$ cat config.mk
export PLATFORM = sky130hd
export DESIGN_NAME = clint_mh
export DESIGN_NICKNAME = d
export VERILOG_FILES = /design/src/rtl/clint_mh.sv
export SDC_FILE = /design/constraint.sdc
export NUM_CORES = 1
export LEC_CHECK = 0
export BUFFER_PORTS_ARGS = -buffer_cell sky130_fd_sc_hd__buf_2
export CORE_AREA = 2 2 202 204
export DETAILED_ROUTE_END_ITERATION = 7
export DIE_AREA = 0 0 204 206
export PLACE_DENSITY = 0.63
export SKIP_LAST_GASP = 1
export SYNTH_ARGS = -nofsm -noshare
export SYNTH_HDL_FRONTEND = slang
export SYNTH_SLANG_ARGS = --single-unit
$ cat constraint.sdc
create_clock -name clk_i -period 8.5 [get_ports clk_i]
set_input_delay 0.85 -clock clk_i [delete_from_list [all_inputs] [get_ports clk_i]]
set_output_delay 0.85 -clock clk_i [all_outputs]
set_load 0.05 [all_outputs]
$ cat src/rtl/clint_mh.sv
// rtl/clint_mh.sv - multi-hart core local interruptor with prescaled shared mtime
module clint_mh #(
   parameter int XLEN      = 64,
   parameter int NUM_HARTS = 2,
   parameter int ADDR_W    = 4,
   parameter int TICK_DIV  = 1
) (
   input  logic                   clk_i,
   input  logic                   rst_i,
   input  logic                   en_i,
   input  logic                   we_i,
   input  logic [ADDR_W-1:0]      addr_i,
   input  logic [XLEN/8-1:0]      be_i,
   input  logic [XLEN-1:0]        data_i,
   output logic [XLEN-1:0]        data_o,
   output logic                   data_ready_o,
   input  logic                   stop_i,
   output logic [NUM_HARTS-1:0]   tmr_irq_o,
   output logic [NUM_HARTS-1:0]   sft_irq_o
);

   // A one-bit prescaler is kept even for TICK_DIV = 1; it simply stays at 0.
   localparam int            PW   = (TICK_DIV > 1) ? $clog2(TICK_DIV) : 1;
   localparam logic [PW-1:0] PMAX = PW'(TICK_DIV - 1);

   logic [XLEN-1:0]      mtime;
   logic [PW-1:0]        presc;
   logic [XLEN-1:0]      mtimecmp [NUM_HARTS];
   logic [NUM_HARTS-1:0] msip;

   logic [XLEN-1:0]      rd_val;
   logic                 mtime_wr;
   logic [NUM_HARTS-1:0] cmp_wr;
   logic [NUM_HARTS-1:0] sip_wr;

   // Byte-lane merge of write data into an existing register value.
   function automatic logic [XLEN-1:0] merge(input logic [XLEN-1:0] old,
                                             input logic [XLEN-1:0] d,
                                             input logic [XLEN/8-1:0] be);
      logic [XLEN-1:0] r;
      r = old;
      for (int i = 0; i < XLEN/8; i++) begin
         if (be[i]) r[8*i +: 8] = d[8*i +: 8];
      end
      return r;
   endfunction

   // Address decode: read mux of current register values and per-register write strobes.
   always_comb begin
      rd_val   = '0;
      mtime_wr = 1'b0;
      cmp_wr   = '0;
      sip_wr   = '0;
      if (addr_i == '0) begin
         rd_val   = mtime;
         mtime_wr = en_i & we_i;
      end
      for (int h = 0; h < NUM_HARTS; h++) begin
         if (addr_i == ADDR_W'(1 + h)) begin
            rd_val    = mtimecmp[h];
            cmp_wr[h] = en_i & we_i;
         end
         if (addr_i == ADDR_W'(1 + NUM_HARTS + h)) begin
            rd_val    = {{(XLEN-1){1'b0}}, msip[h]};
            sip_wr[h] = en_i & we_i;
         end
      end
   end

   // mtime and prescaler: a bus write wins over the tick and restarts the prescaler.
   always_ff @(posedge clk_i or posedge rst_i) begin
      if (rst_i) begin
         mtime <= '0;
         presc <= '0;
      end else if (mtime_wr) begin
         mtime <= merge(mtime, data_i, be_i);
         presc <= '0;
      end else if (!stop_i) begin
         if (presc == PMAX) begin
            presc <= '0;
            mtime <= mtime + 1'b1;
         end else begin
            presc <= presc + 1'b1;
         end
      end
   end

   // Per-hart compare and software-interrupt registers.
   always_ff @(posedge clk_i or posedge rst_i) begin
      if (rst_i) begin
         for (int h = 0; h < NUM_HARTS; h++) mtimecmp[h] <= '1;
         msip <= '0;
      end else begin
         for (int h = 0; h < NUM_HARTS; h++) begin
            if (cmp_wr[h]) mtimecmp[h] <= merge(mtimecmp[h], data_i, be_i);
            if (sip_wr[h] && be_i[0]) msip[h] <= data_i[0];
         end
      end
   end

   // Bus response: ack every request one cycle later; read data is the pre-update value.
   always_ff @(posedge clk_i or posedge rst_i) begin
      if (rst_i) begin
         data_ready_o <= 1'b0;
         data_o       <= '0;
      end else begin
         data_ready_o <= en_i;
         data_o       <= (en_i && !we_i) ? rd_val : '0;
      end
   end

   // Registered interrupt lines, one cycle behind the register state.
   always_ff @(posedge clk_i or posedge rst_i) begin
      if (rst_i) begin
         tmr_irq_o <= '0;
         sft_irq_o <= '0;
      end else begin
         for (int h = 0; h < NUM_HARTS; h++) begin
            tmr_irq_o[h] <= (mtime >= mtimecmp[h]);
            sft_irq_o[h] <= msip[h];
         end
      end
   end

endmodule

## Yosys cells after proc, flatten, opt, wreduce, memory -nomap -nowiden

Index checks and enable logic that the tools add are counted.

- Bits of input ports: 81
- Logic and storage cells: 104
- Register bits after elaboration: 264

- Reductions and logical operators: 29
- $lt $le $gt $ge: 2
- Bitwise gates (word level): 1
- Add/sub/neg operators: 2
- Eq/ne operators: 14
- Mux-type cells: 25

Operators with widths:

| cell | count |
|---|---|
| $mux W64 | 9 |
| $ge A64 B64 Y1 | 2 |
| $add A64 B1 Y64 const B | 1 |
| $mux W8 | 8 |
| $reduce_and A2 Y1 | 16 |
| $reduce_and A3 Y1 | 8 |
| $ne A2 B2 Y1 const B | 8 |
| $eq A4 B2 Y1 const B | 2 |
| $mux W1 | 8 |
| $eq A4 B1 Y1 const B | 1 |
| $eq A4 B3 Y1 const B | 1 |
| $logic_not A4 Y1 | 1 |
| $ne A2 B1 Y1 const B | 2 |
| $logic_and A1 B1 Y1 | 3 |
| $add A1 B1 Y1 const B | 1 |
| $and A1 B1 Y1 | 1 |
| $logic_not A1 Y1 | 1 |

## Longest topological paths before layout

- Depth after elaboration: 7
- Mapped depth: 8
- Mapped depth without buffers: 8

## Least setup slack after synthesis

OpenSTA, ideal clock, no wires.

- Path kind: input to register
- Start: input port addr_i[0]
- End: register mtime[46]
- Path buffers: 3
- Arrival time: 2.540 ns
- Stages on the path: 7
- Data required time: 8.406 ns
- Path slack: 5.866 ns
- Setup time: 0.094 ns
- Cells stage by stage: clkbuf_1 > or2_2 > o21ai_1 > buf_2 > buf_1 > nor2_1 > a211oi_1

- Word-level cells in the longest chain between the ends: 4
- Elaborated cells between the ends (all ways): 7

Ends and longest elaborated chain:

| what | RTL line | RTL |
|---|---|---|
| from (decl) | 12 | `input logic [ADDR_W-1:0] addr_i,` |
| $logic_not A4 Y1 (*) | 54 | `if (addr_i == '0) begin` |
| $mux W1 (*) | 54 |  |
| $ne A2 B2 Y1 (no line) / $ne A2 B1 Y1 (equally long branches) | n/a |  |
| $reduce_and A3 Y1 (no line) | n/a |  |
| to (signal assigned) | 76 | `mtime <= merge(mtime, data_i, be_i);` |
| to (signal assigned) | 81 | `mtime <= mtime + 1'b1;` |
| to (decl) | 26 | `logic [XLEN-1:0] mtime;` |

Mark *: on every way between the ends. The rest lies on a longest branch, timed or not.
A chain may end at the register's enable or synchronous reset.

## Worst setup path in the final report

- Start: register mtime[26]
- End: register mtime[40]

- Word-level cells in the longest chain between the ends: 4

Ends and longest elaborated chain:

| what | RTL line | RTL |
|---|---|---|
| $add A64 B1 Y64 | 81 |  |
| $mux W64 | 79 | `if (presc == PMAX) begin` |
| $mux W64 | 78 | `end else if (!stop_i) begin` |
| $mux W64 | 75 | `end else if (mtime_wr) begin` |

No other way between the ends. The select of a mux whose other input is x is not followed.

==> results.py <==
metrics = {
    "critical_path": {
        "crit_type": "flip-flop to flip-flop",
        "start_kind": "flip-flop",
        "worstReg2RegStart": "mtime[26]",
        "worst_ep_required_time_ps": 8970,
        "rr_worst_depth": 6,
        "crit_path_max_fanout": 11,
        "critPathArrivalTime_ps": 3500,
        "reg2reg_setup_slack_ps": 5470,
        "worst_r2r_endpoint": "mtime[40]",
        "cp-end-kind": "flip-flop",
    },
    "clocking": {
        "cts_max_path_buffers": 3,
        "cts-root-buf": "clkbuf_16",
        "cts_setup_buffers": 0,
        "numCtsBuffers": 31,
        "cts-htree-levels": 1,
        "cts_hold_buf": 0,
        "ctsResizeCount": 0,
        "clk_pin_slew_ps": 60,
        "clock_latency_ps": 580,
        "clock-sinks": 263,
        "cts_tree": "done",
    },
    "synth": {
        "synth_area_leaders": "dfrtp_1 (22%), dfstp_2 (21%), ha_1 (10%), mux2_2 (9.5%), nor2_1 (5.0%)",
        "synthArstFlopShare": 1.000,
        "ys_seq_area_frac": 0.4293,
        "yosysTopAreaCell": "dfrtp_1",
        "yosysUniqueCellTypes": 77,
        "synth_edf_count": 0,
        "yosys_warnings": 0,
        "synth_seq_cells": 263,
        "synth-main-ff-cell": "dfrtp_1",
        "syn_area_mm2": 0.01571,
        "synth_nets": 1812,
        "synth_top_area_frac": 0.2151,
        "synthCells": 1602,
        "synth_area_per_cell_um2": 9.803,
    },
    "sta": {
        "finalClockSkew_ps": 17.02,
        "slew_headroom": 0.3439,
        "setup_viol": 0,
        "finalCritPeriodShare": 0.3568,
        "worst_slew_pin_slew_ps": 975.2,
        "final.setup.tns_ps": 0,
        "rsz0062_at_grt": "no",
        "hold_viol": 0,
        "fmax_mhz": 329.7,
        "slew_violations": 0,
        "layout_min_cycle_time_ps": 3033,
    },
    "global_routing": {
        "grt_pass1_vias": 12711,
        "antenna_found_initial": 2,
        "grt_pass1_wl_um": 71350,
        "grt_overflow_total": 0,
        "grtUsageTotal": 0.2143,
        "grt_max_degree": 143,
    },
    "detailed_routing": {
        "wl_met3_um": 2399,
        "totalWireLength_um": 44830,
        "drc": 0,
        "met2_length_um": 21630,
        "top_signal_layer_used": "met5",
        "ant_nets": 0,
        "dr.pass1.iters": 7,
        "viasPerCell": 5.532,
        "first_iter_violations": 802,
        "wl_met1_um": 19950,
        "vias": 12712,
        "wl_per_cell_um": 19.51,
    },
    "floorplanning": {
        "die_w_um": 204,
        "die_area_mm2": 0.04202,
        "io_pins": 150,
        "die_y_um": 206,
        "start_util": 0.3908,
        "num_rows": 74,
        "coreArea_mm2": 0.04018,
    },
    "pwr": {
        "p_leak_nw": 8.086,
        "p_per_area_mw_per_mm2": 214.5,
        "ir_drop_uv": 141.2,
    },
    "place": {
        "io_buffers": 149,
        "dp.cells": 2240,
        "gp_congestion": 0.8817,
        "dp_hpwl_um": 33230,
    },
    "final_layout": {
        "utilization": 0.4479,
        "drive_gt1_frac": 0.2771,
        "syn_to_final_growth_pct": 14.61,
        "register_area_mm2": 0.006741,
        "final_cells": 2298,
        "multi_input_area_mm2": 0.008249,
        "fin_nets": 1951,
        "fillCellCount": 3938,
    },
    "run_status": {
        "status": "completed",
    },
    "hold_path": {
        "hold_path.class": "primary input to asynchronous set/reset pin",
    },
    "job": {
        "maxCapViolCount": 0,
    },
}
[flip-flops by register name (all words and copies together) (netlist names)]
name	count
mtimecmp	128
tmr_irq_o	2
data_ready_o	1
msip	2
data_o	64
mtime	64
sft_irq_o	2
[metrics by stage]
| step | power, mW | worst slack, ps | hold WS (ps) | cell area (um^2) |
|---|---|---|---|---|
| 6_report | 3.861 | 5467 | 430.8 | 18000 |
| 2_1_floorplan | 2.279 | 621.6 | 364.0 | 15710 |
| 4_1_cts | 3.894 | 5522 | 431.2 | 18000 |
| 5_1_grt | 4.104 | 5217 | 444.4 | 18000 |
| 3_3_place_gp | 2.540 | 5099 | 459.1 | 17020 |
| 3_5_place_dp | 2.584 | 5010 | 455.9 | 17020 |
[cell type report]
type	instances	area share
Clock buffer	51	0.05116
Antenna cell	1	0.0001390
Multi-Input combinational cell	1150	0.4583
Inverter	133	0.02815
Timing Repair Buffer	162	0.04769
Clock inverter	6	0.003059
Sequential cell	263	0.3745
Tap cell	532	0.03698
[cell families after synthesis]
group | count (synthesis) | share of synthesized area
XOR/XNOR | 5 | 0.002789
multiplexers | 200 | 0.1388
buffers and inverters | 189 | 0.04653
AO/OA/AOI/OAI | 290 | 0.1149
AND/OR/NAND/NOR | 526 | 0.1650
flip-flops | 263 | 0.4293
adder cells (fa/ha/maj) | 129 | 0.1028
[how the worst max path moves through the flow]
stage          startpoint   endpoint  slack (ps)  depth (start not counted)
2_1_floorplan       rst_i  data_o[0]         620                          1
4_1_cts         mtime[26]  mtime[40]        5520                          6
6_report        mtime[26]  mtime[40]        5470                          6
3_3_place_gp    addr_i[1]  mtime[57]        5100                          8
5_1_grt         mtime[26]  mtime[40]        5220                          6
3_5_place_dp    addr_i[1]  mtime[57]        5010                          8
[worst max-delay path, stage by stage, from the launching register on]
cell,delay [ps]
dfrtp_1,550
nand4_1,530
nor3_2,700
nand2_1,200
nor3_1,530
a31oi_1,170
a311oi_1,250
[layout by cell type (no fill, tap or decap), types with 31 or more instances in the layout]
cell type / n
mux2i_1: 67
nand2_1: 97
mux2_2: 132
clkbuf_16: 31
inv_1: 132
nor3_1: 34
nand3_1: 44
ha_1: 129
buf_2: 148
dfstp_2: 128
nor2_1: 209
nand4_1: 49
dfrtp_1: 135
a21oi_1: 135
[synthesized netlist by cell type (7+ instances only)]
cell type	instances
a211oi_1	28
a21o_1	23
a21oi_1	135
and3_1	16
and4_1	14
clkbuf_1	44
dfrtp_1	135
dfstp_2	128
ha_1	129
inv_1	133
mux2_2	132
mux2i_1	67
nand2_1	97
nand3_1	44
nand4_1	49
nor2_1	209
nor2b_1	7
nor3_1	34
nor4_1	11
o211ai_1	10
o21ai_0	30
o22ai_1	8
[report_power, final]
| part | internal, mW | leakage (nW) | total (mW) | switching [mW] |
|---|---|---|---|---|
| Combinational | 0.399 | 4.49 | 0.898 | 0.500 |
| Clock | 0.761 | 0.481 | 1.30 | 0.535 |
| Sequential | 1.46 | 3.12 | 1.67 | 0.206 |
| Total | 2.62 | 8.09 | 3.86 | 1.24 |
[routing by layer]
metal,vias to the layer above,global-route usage
met4,2,0.05254
met1,6274,0.2832
li1,6035,-
met5,-,0
met3,59,0.03469
met2,342,0.3671
Note: power is estimated with default switching activity, not from simulation.
